$ cat config.mk
export PLATFORM = sky130hd
export DESIGN_NAME = tff_updown_counter
export DESIGN_NICKNAME = d
export VERILOG_FILES = /design/src/rtl/counter_pkg.sv /design/src/rtl/tff_cell.sv /design/src/rtl/tff_updown_counter.sv
export SDC_FILE = /design/constraint.sdc
export NUM_CORES = 1
export LEC_CHECK = 0
export ABC_AREA = 0
export ABC_CLOCK_PERIOD_IN_PS = 2350
export CAP_MARGIN = 5
export CORE_AREA = 2 2 48 50
export DETAILED_ROUTE_END_ITERATION = 10
export DIE_AREA = 0 0 50 52
export GPL_ROUTABILITY_DRIVEN = 0
export PLACE_DENSITY = 0.77
export SKIP_LAST_GASP = 1
export SLEW_MARGIN = 20
export SYNTH_ARGS = -nofsm -noshare
export SYNTH_HDL_FRONTEND = slang
export SYNTH_SLANG_ARGS = --single-unit
$ cat constraint.sdc
create_clock -name clk -period 2.35 [get_ports clk]
set_input_delay 0.705 -clock clk [delete_from_list [all_inputs] [get_ports clk]]
set_output_delay 0.705 -clock clk [all_outputs]
set_load 0.05 [all_outputs]
$ cat src/rtl/counter_pkg.sv
// counter_pkg
//   Shared types and helpers for the T-flip-flop up/down counter.
//   - count_dir_e : direction encoding of the 'up' input
//   - MODE_WRAP / MODE_SAT : values for the SATURATE parameter
//   - clamp_load  : limits a parallel-load value to the top of the count range
package counter_pkg;

    typedef enum logic {
        DIR_DOWN = 1'b0,
        DIR_UP   = 1'b1
    } count_dir_e;

    localparam int MODE_WRAP = 0;
    localparam int MODE_SAT  = 1;

    // Values at or above MODULUS land on MODULUS-1 (max_val).
    // 33 bits covers WIDTH up to 32 with one bit of headroom.
    function automatic logic [32:0] clamp_load(input logic [32:0] val,
                                               input logic [32:0] max_val);
        return (val > max_val) ? max_val : val;
    endfunction

endpackage

$ cat src/rtl/tff_cell.sv
// tff_cell
//   One T flip-flop: q toggles on a rising clk edge when t is high.
//   Ports:
//     clk   - rising-edge clock
//     rst_n - asynchronous active-low reset, clears q to 0
//     t     - toggle enable
//     q     - stored bit
module tff_cell (
    input  logic clk,
    input  logic rst_n,
    input  logic t,
    output logic q
);

    always_ff @(posedge clk or negedge rst_n) begin
        if (!rst_n) begin
            q <= 1'b0;
        end else if (t) begin
            q <= ~q;
        end
    end

endmodule

$ cat src/rtl/tff_updown_counter.sv
// tff_updown_counter
//   Modulo-MODULUS up/down counter whose state is a row of T flip-flops.
//   Shared combinational logic computes the next count; each cell toggles
//   where the next count differs from the current one.
//   Parameters:
//     WIDTH    - counter width (2..32)
//     MODULUS  - count range 0..MODULUS-1 (2..2**WIDTH)
//     SATURATE - MODE_WRAP: wrap at range ends, MODE_SAT: hold at range ends
//   Ports:
//     clk      - rising-edge clock
//     rst_n    - asynchronous active-low reset
//     clr      - synchronous clear (highest priority)
//     load     - synchronous parallel load of load_val (clamped to range)
//     load_val - value to load
//     en       - count enable
//     up       - 1 = increment, 0 = decrement
//     count    - current count (registered)
//     tc       - count is at the range end in the current direction
//     wrap     - one-cycle pulse after a wrapping edge
//     sat      - level, counter is held at a range end (MODE_SAT only)
module tff_updown_counter
    import counter_pkg::*;
#(
    parameter int              WIDTH    = 8,
    parameter longint unsigned MODULUS  = 64'd1 << WIDTH,
    parameter int              SATURATE = MODE_WRAP
) (
    input  logic             clk,
    input  logic             rst_n,
    input  logic             clr,
    input  logic             load,
    input  logic [WIDTH-1:0] load_val,
    input  logic             en,
    input  logic             up,
    output logic [WIDTH-1:0] count,
    output logic             tc,
    output logic             wrap,
    output logic             sat
);

    // One spare bit so MODULUS-1 and +1 never overflow when MODULUS = 2**WIDTH.
    localparam logic [WIDTH:0] MAX_VAL  = (WIDTH+1)'(MODULUS - 64'd1);
    localparam logic [WIDTH:0] ONE      = (WIDTH+1)'(1);
    localparam bit             SAT_MODE = (SATURATE == MODE_SAT);

    if (WIDTH < 2 || WIDTH > 32) begin : g_bad_width
        $error("tff_updown_counter: WIDTH must be in 2..32");
    end

    if (MODULUS < 64'd2 || MODULUS > (64'd1 << WIDTH)) begin : g_bad_modulus
        $error("tff_updown_counter: MODULUS must be in 2..2**WIDTH");
    end

    count_dir_e       dir;
    logic [WIDTH:0]   cnt_ext;
    logic [WIDTH:0]   load_ext;
    logic [WIDTH:0]   nxt_ext;
    logic [WIDTH-1:0] nxt_count;
    logic [WIDTH-1:0] toggle;
    logic             wrap_nxt;
    logic             sat_nxt;

    assign dir      = count_dir_e'(up);
    assign cnt_ext  = {1'b0, count};
    assign load_ext = (WIDTH+1)'(clamp_load(33'(load_val), 33'(MAX_VAL)));

    always_comb begin
        nxt_ext  = cnt_ext;
        wrap_nxt = 1'b0;
        sat_nxt  = sat;
        if (clr) begin
            nxt_ext = '0;
            sat_nxt = 1'b0;
        end else if (load) begin
            nxt_ext = load_ext;
            sat_nxt = 1'b0;
        end else if (en) begin
            if (dir == DIR_UP) begin
                if (cnt_ext == MAX_VAL) begin
                    if (SAT_MODE) begin
                        sat_nxt = 1'b1;
                    end else begin
                        nxt_ext  = '0;
                        wrap_nxt = 1'b1;
                    end
                end else begin
                    nxt_ext = cnt_ext + ONE;
                    sat_nxt = 1'b0;
                end
            end else begin
                if (cnt_ext == '0) begin
                    if (SAT_MODE) begin
                        sat_nxt = 1'b1;
                    end else begin
                        nxt_ext  = MAX_VAL;
                        wrap_nxt = 1'b1;
                    end
                end else begin
                    nxt_ext = cnt_ext - ONE;
                    sat_nxt = 1'b0;
                end
            end
        end
        if (!SAT_MODE) begin
            sat_nxt = 1'b0;
        end
    end

    // nxt_ext never exceeds MAX_VAL, so its top bit is always zero.
    assign nxt_count = WIDTH'(nxt_ext);
    assign toggle    = count ^ nxt_count;

    for (genvar i = 0; i < WIDTH; i++) begin : g_bit
        tff_cell u_tff (
            .clk   (clk),
            .rst_n (rst_n),
            .t     (toggle[i]),
            .q     (count[i])
        );
    end

    assign tc = (dir == DIR_UP) ? (cnt_ext == MAX_VAL) : (cnt_ext == '0);

    always_ff @(posedge clk or negedge rst_n) begin
        if (!rst_n) begin
            wrap <= 1'b0;
            sat  <= 1'b0;
        end else begin
            wrap <= wrap_nxt;
            sat  <= sat_nxt;
        end
    end

endmodule

== After elaboration in Yosys (flattened, before gate mapping) ==
Index checks and enable logic that the tools add are counted.

* Register bits: 9
* Word-level logic and storage cells: 35

* $add $sub $neg: 2
* Eq/ne operators: 1
* Mux-type cells: 13
* Bitwise gates (word level): 9
* Reduce and logical (&&, ||, !) cells: 1

{| class="wikitable"
|+ Operators with widths
! cell !! number
|-
| $mux W8 || 6
|-
| $logic_not A9 Y1 || 1
|-
| $add A8 B1 Y8 const B || 1
|-
| $eq A8 B8 Y1 const B || 1
|-
| $not A1 Y1 || 8
|-
| $sub A8 B1 Y8 const B || 1
|-
| $xor A8 B8 Y8 || 1
|-
| $mux W1 || 7
|}

== Depth between registers and ports, before layout ==
* Depth in word-level cells: 7
* Depth in mapped cells: 7

== Hierarchy ==
Synthesis repeated with hierarchy kept, for this count alone.

* Cell total of the unflattened synthesis: 135
* Area total of the unflattened synthesis: 1067.3 µm²

{| class="wikitable"
|+ By module, submodules not included
! module !! instances !! cells each !! area each (µm²) !! sequential area each (µm²)
|-
| tff_updown_counter || 1 || 119 || 797.0 || 25.0
|-
| tff_cell || 8 || 2 || 33.8 || 25.0
|}

== Worst setup path after synthesis ==
OpenSTA, ideal clock, no wires.

* Path type: flip-flop to output port
* From: reg g_bit[0].u_tff.q
* To: out tc
* Data arrival time: 2144 ps
* Data required time: 1645 ps
* Slack: -499 ps
* Stages on the path, launching flop included: 6
* Buffers on the path: 0
* Cells stage by stage: dfrtp_1 -> inv_1 -> ha_1 -> nor3b_2 -> nand2_1 -> o21ai_0

* Word-level cells in the longest chain between the ends: 2
* Elaborated cells on any way between the ends: 3
* Classes of those cells: eq/ne: 1; mux: 1; reduce/logical: 1

{| class="wikitable"
|+ RTL lines
! what !! RTL line !! RTL
|-
| start: declaration || tff_cell.sv:12 || <nowiki>output logic q</nowiki>
|-
| start signal: assignment || tff_cell.sv:19 || <nowiki>q <= ~q;</nowiki>
|-
| $eq A8 B8 Y1 or $logic_not A9 Y1 (tied branches) || tff_updown_counter.sv:122 || <nowiki>assign tc = (dir == DIR_UP) ? (cnt_ext == MAX_VAL) : (cnt_ext == '0);</nowiki>
|-
| $mux W1 * || tff_updown_counter.sv:122 ||
|-
| end: declaration || tff_updown_counter.sv:36 || <nowiki>output logic tc,</nowiki>
|}

Mark *: on every way between the ends. The rest lies on a longest branch, timed or not.

== Final worst setup path ==
Ends and elaborated chain as after synthesis.

==> results by stage <==
Worst setup path:
- STA classifies the critical path startpoint as a flip-flop.
- The maximum fanout count along the critical path is 6.
- The capture point of the worst reg-to-reg path is g_bit[0].u_tff.q.
- The worst setup slack for register-to-register paths is between 300 and 400 ps.
- The worst endpoint data arrival time is ~1600 ps.
- The critical path class is reg -> out.
- The cell depth of the worst flop-to-flop path is 8.
- The worst setup path is captured at an output port.
- The launching point of the worst reg2reg path is g_bit[0].u_tff.q.
- The endpoint required time on the critical path is 1640 ps.

GRT:
- Across every metal layer, demand over resource in global routing totals 18.3%.
- The initial antenna violation count came to 0.
- The largest net degree at the start of global routing is 16.
- The global-route wire length before repair is 3700 um.
- The number of global-route vias before repair came to 868.
- After global routing the overflow that remains totals 0.

Drt:
- The via count is roughly 930.
- After detailed routing, the number of vias per cell comes to ~5.7.
- In the routed design, unresolved DRC markers number 0.
- Dividing the detail-routed wire length by the instance count gives 14.0 um.
- The number of violations reported at the end of detailed-routing iteration 0 is 34.
- After detailed routing, the total wire length is between 2000 and 2500 um.
- The antenna violation net count after detailed routing is 0.
- The number of iterations in the first detailed-routing pass is 5.

Clock tree:
- The longest clock path from root to sink contains 2 buffers.
- The clock tree from TritonCTS is yes.
- In this run, post-CTS hold repair placed 0 buffers.
- The clock root buffer master is sky130_fd_sc_hd__clkbuf_4.
- Clock tree synthesis found a total of 9 sinks.
- The worst-skew pair later-pin latency is 270 ps.
- The TritonCTS buffer count is 3.
- In this run the number of H-tree levels came out at 1.
- After clock tree synthesis, the clock-pin slew on the worst setup and hold paths is 70 ps.

Synth:
- Counting distinct cell types in the post-synthesis netlist gives between 40 and 50.
- The cell type contributing the most total cell area after synthesis is sky130_fd_sc_hd__dfrtp_1.
- The number of warning messages in the yosys log is 0.
- Yosys attributes the largest share of cell area to sky130_fd_sc_hd__dfrtp_1 25%, sky130_fd_sc_hd__buf_4 7.4%, sky130_fd_sc_hd__xnor2_1 5.7%, sky130_fd_sc_hd__o21ai_0 4.4%, sky130_fd_sc_hd__ha_1 4.1%.
- A synthesized cell averages just under 8 um^2.
- The synthesized netlist net count is around 130.
- The number of synthesized flops with an enable pin is 0.
- The most used flip-flop cell after synthesis is sky130_fd_sc_hd__dfrtp_1.
- The fraction of registers with async set/reset is 100%.
- The fraction of synthesized cell area taken by the top area cell type is 24.6%.
- The cell count after synthesis came out at 115.
- The sequential cell area fraction in the yosys report is around a quarter.
- The post-synth design cell area is roughly 910 um^2.
- The flip-flop and latch count after synthesis is 9.
- After synthesis, the most frequently instantiated cells are 9 x sky130_fd_sc_hd__buf_4, 9 x sky130_fd_sc_hd__dfrtp_1, 9 x sky130_fd_sc_hd__inv_1.

Die:
- Measured along the x axis, the die boundary spans 50 um.
- The placement row count is 17.
- The initial core utilization is 43.4%.
- The die covers 2600 um^2.
- The die boundary height is 52 um.
- The core region is 2110 um^2.
- In this run the count of I/O pins placed on the die edge is 25.

Final layout:
- Compared with the post-synthesis result, the final layout area differs by 32.1%.
- Of the cells placed in the final design, the portion with a size suffix greater than 1 is between 20% and 30%.
- The number of antenna diodes in the final layout is 0.
- The number of fill cells is 192.
- After the last flow step, the layout net total stands at 154.
- In the final layout, the multi-input gates occupy about 580 um^2.
- The register cell area after layout is approximately 230 um^2.
- The final cell count without fillers is 164.

Timing:
- The number of max-slew violations in the final report is 0.
- The final count of hold timing violations was 0.
- The tightest hold path in the finished design has a slack of 746 ps.
- The clock arrives with around 14 ps of skew.
- Setup violations remaining at the end of the flow were counted as 0.
- Setup repair after global routing could not meet its margin everywhere.
- Static timing analysis puts the maximum clock frequency at 433 MHz.
- The portion of the clock cycle consumed by the worst path in the final layout is 98.2%.
- For the finished layout, the period the worst path requires is around 2300 ps.

Power:
- IR analysis of the VDD net gives a maximum drop of 0.000314 V.
- The analysis attributes to cell leakage a power of 0.516 nW.
- For this design the ratio of total power to cell area is 464 nW/um^2.

Job:
- Max-cap violations in this run came to 0.

Placed design:
- Summed over all nets, the half-perimeter wirelength after detailed placement is around 1700 um.
- The placed instance count is 158.
- Buffers placed on the I/O ports in this run total 23.

Status:
- The flow ran to the end, and the final reports show no timing, DRC or antenna violations.

Hold path:
- The path class of the tightest hold or removal check is in -> async.
[layer usage]
layer	share of wire [%]	global-route usage, %	vias to the layer above
met2	49	32.0	48
met4	0	6.02	0
met3	7.4	2.87	0
met5	0	0	-
li1	-	-	441
met1	43	22.8	444
[per-stage QoR]
step | area, um^2 | setup slack (ps) | power, mW | TNS (ps) | util, %
after CTS | 1180 | 6.33 | 0.556 | 0 | 55.9
final | 1210 | 42.9 | 0.561 | 0 | 57.4
after detailed placement | 1130 | -22.6 | 0.425 | -22.6 | 53.8
after floorplan | 918 | 146 | 0.359 | 0 | -
after global routing | 1210 | -43.0 | 0.595 | -43.0 | 57.4
after global placement | 1130 | -30.0 | 0.422 | -30.0 | 53.8
[state kept, by name, summed over array words and instances, names as in the netlist]
register       flops
g_bit.u_tff.q      8
wrap               1
[cell families after synthesis]
group,count (synthesis),synth area share [%]
and+or+nand+nor,37,24.4
AOI/OAI and AO/OA,31,23.3
buffers and inverters,26,15.5
DFF,9,24.6
xor gates and xnor gates,7,6.70
adders and majority gates,3,4.10
other,1,0.410
muxes,1,1.09
[cell type report]
type	count	area share (%)
Inverter	9	2.80
Multi-Input combinational cell	80	48.1
Tap cell	28	2.90
Sequential cell	9	19.0
Timing Repair Buffer	34	24.9
Clock buffer	4	2.17
[report_power, final]
| group | switching, mW | internal [mW] |
|---|---|---|
| clock network | 0.0584 | 0.0654 |
| registers | 0.0264 | 0.167 |
| logic | 0.134 | 0.110 |
[worst max path at each step]
stage	to	slack [ps]	from	cells past startpoint
floorplan	tc	150	g_bit[0].u_tff.q	5
global placement	tc	-30	up	4
detailed placement	tc	-20	up	4
CTS	tc	6	g_bit[1].u_tff.q	5
global route	tc	-40	g_bit[0].u_tff.q	6
finish	tc	40	g_bit[0].u_tff.q	5
[worst max-delay path: stages, from the launching register on]
cell,delay [ps]
sky130_fd_sc_hd__dfrtp_2,450
sky130_fd_sc_hd__ha_1,230
sky130_fd_sc_hd__and3_2,250
sky130_fd_sc_hd__nand4_1,160
sky130_fd_sc_hd__o21ai_4,90
sky130_fd_sc_hd__buf_12,150
[what timing repair did]
action / 4_1_cts / 5_1_grt
buffers inserted: 1 / 1
gates cloned: 0 / 0
endpoints found under the setup margin: 1 / 1
gates resized for setup: 4 / 9
pin swaps: 1 / 3
[layout by cell type (no fill, tap or decap), types with 4 or more instances in the layout]
cell type,instances
sky130_fd_sc_hd__dfrtp_1,5
sky130_fd_sc_hd__clkdlybuf4s50_1,13
sky130_fd_sc_hd__a221oi_1,4
sky130_fd_sc_hd__nand2_1,5
sky130_fd_sc_hd__dfrtp_2,4
sky130_fd_sc_hd__o21ai_0,7
sky130_fd_sc_hd__inv_1,7
sky130_fd_sc_hd__xnor2_1,6
sky130_fd_sc_hd__a21oi_1,7
sky130_fd_sc_hd__buf_4,19
sky130_fd_sc_hd__nor2_1,8
No activity file was read; power rests on OpenSTA's default activity.
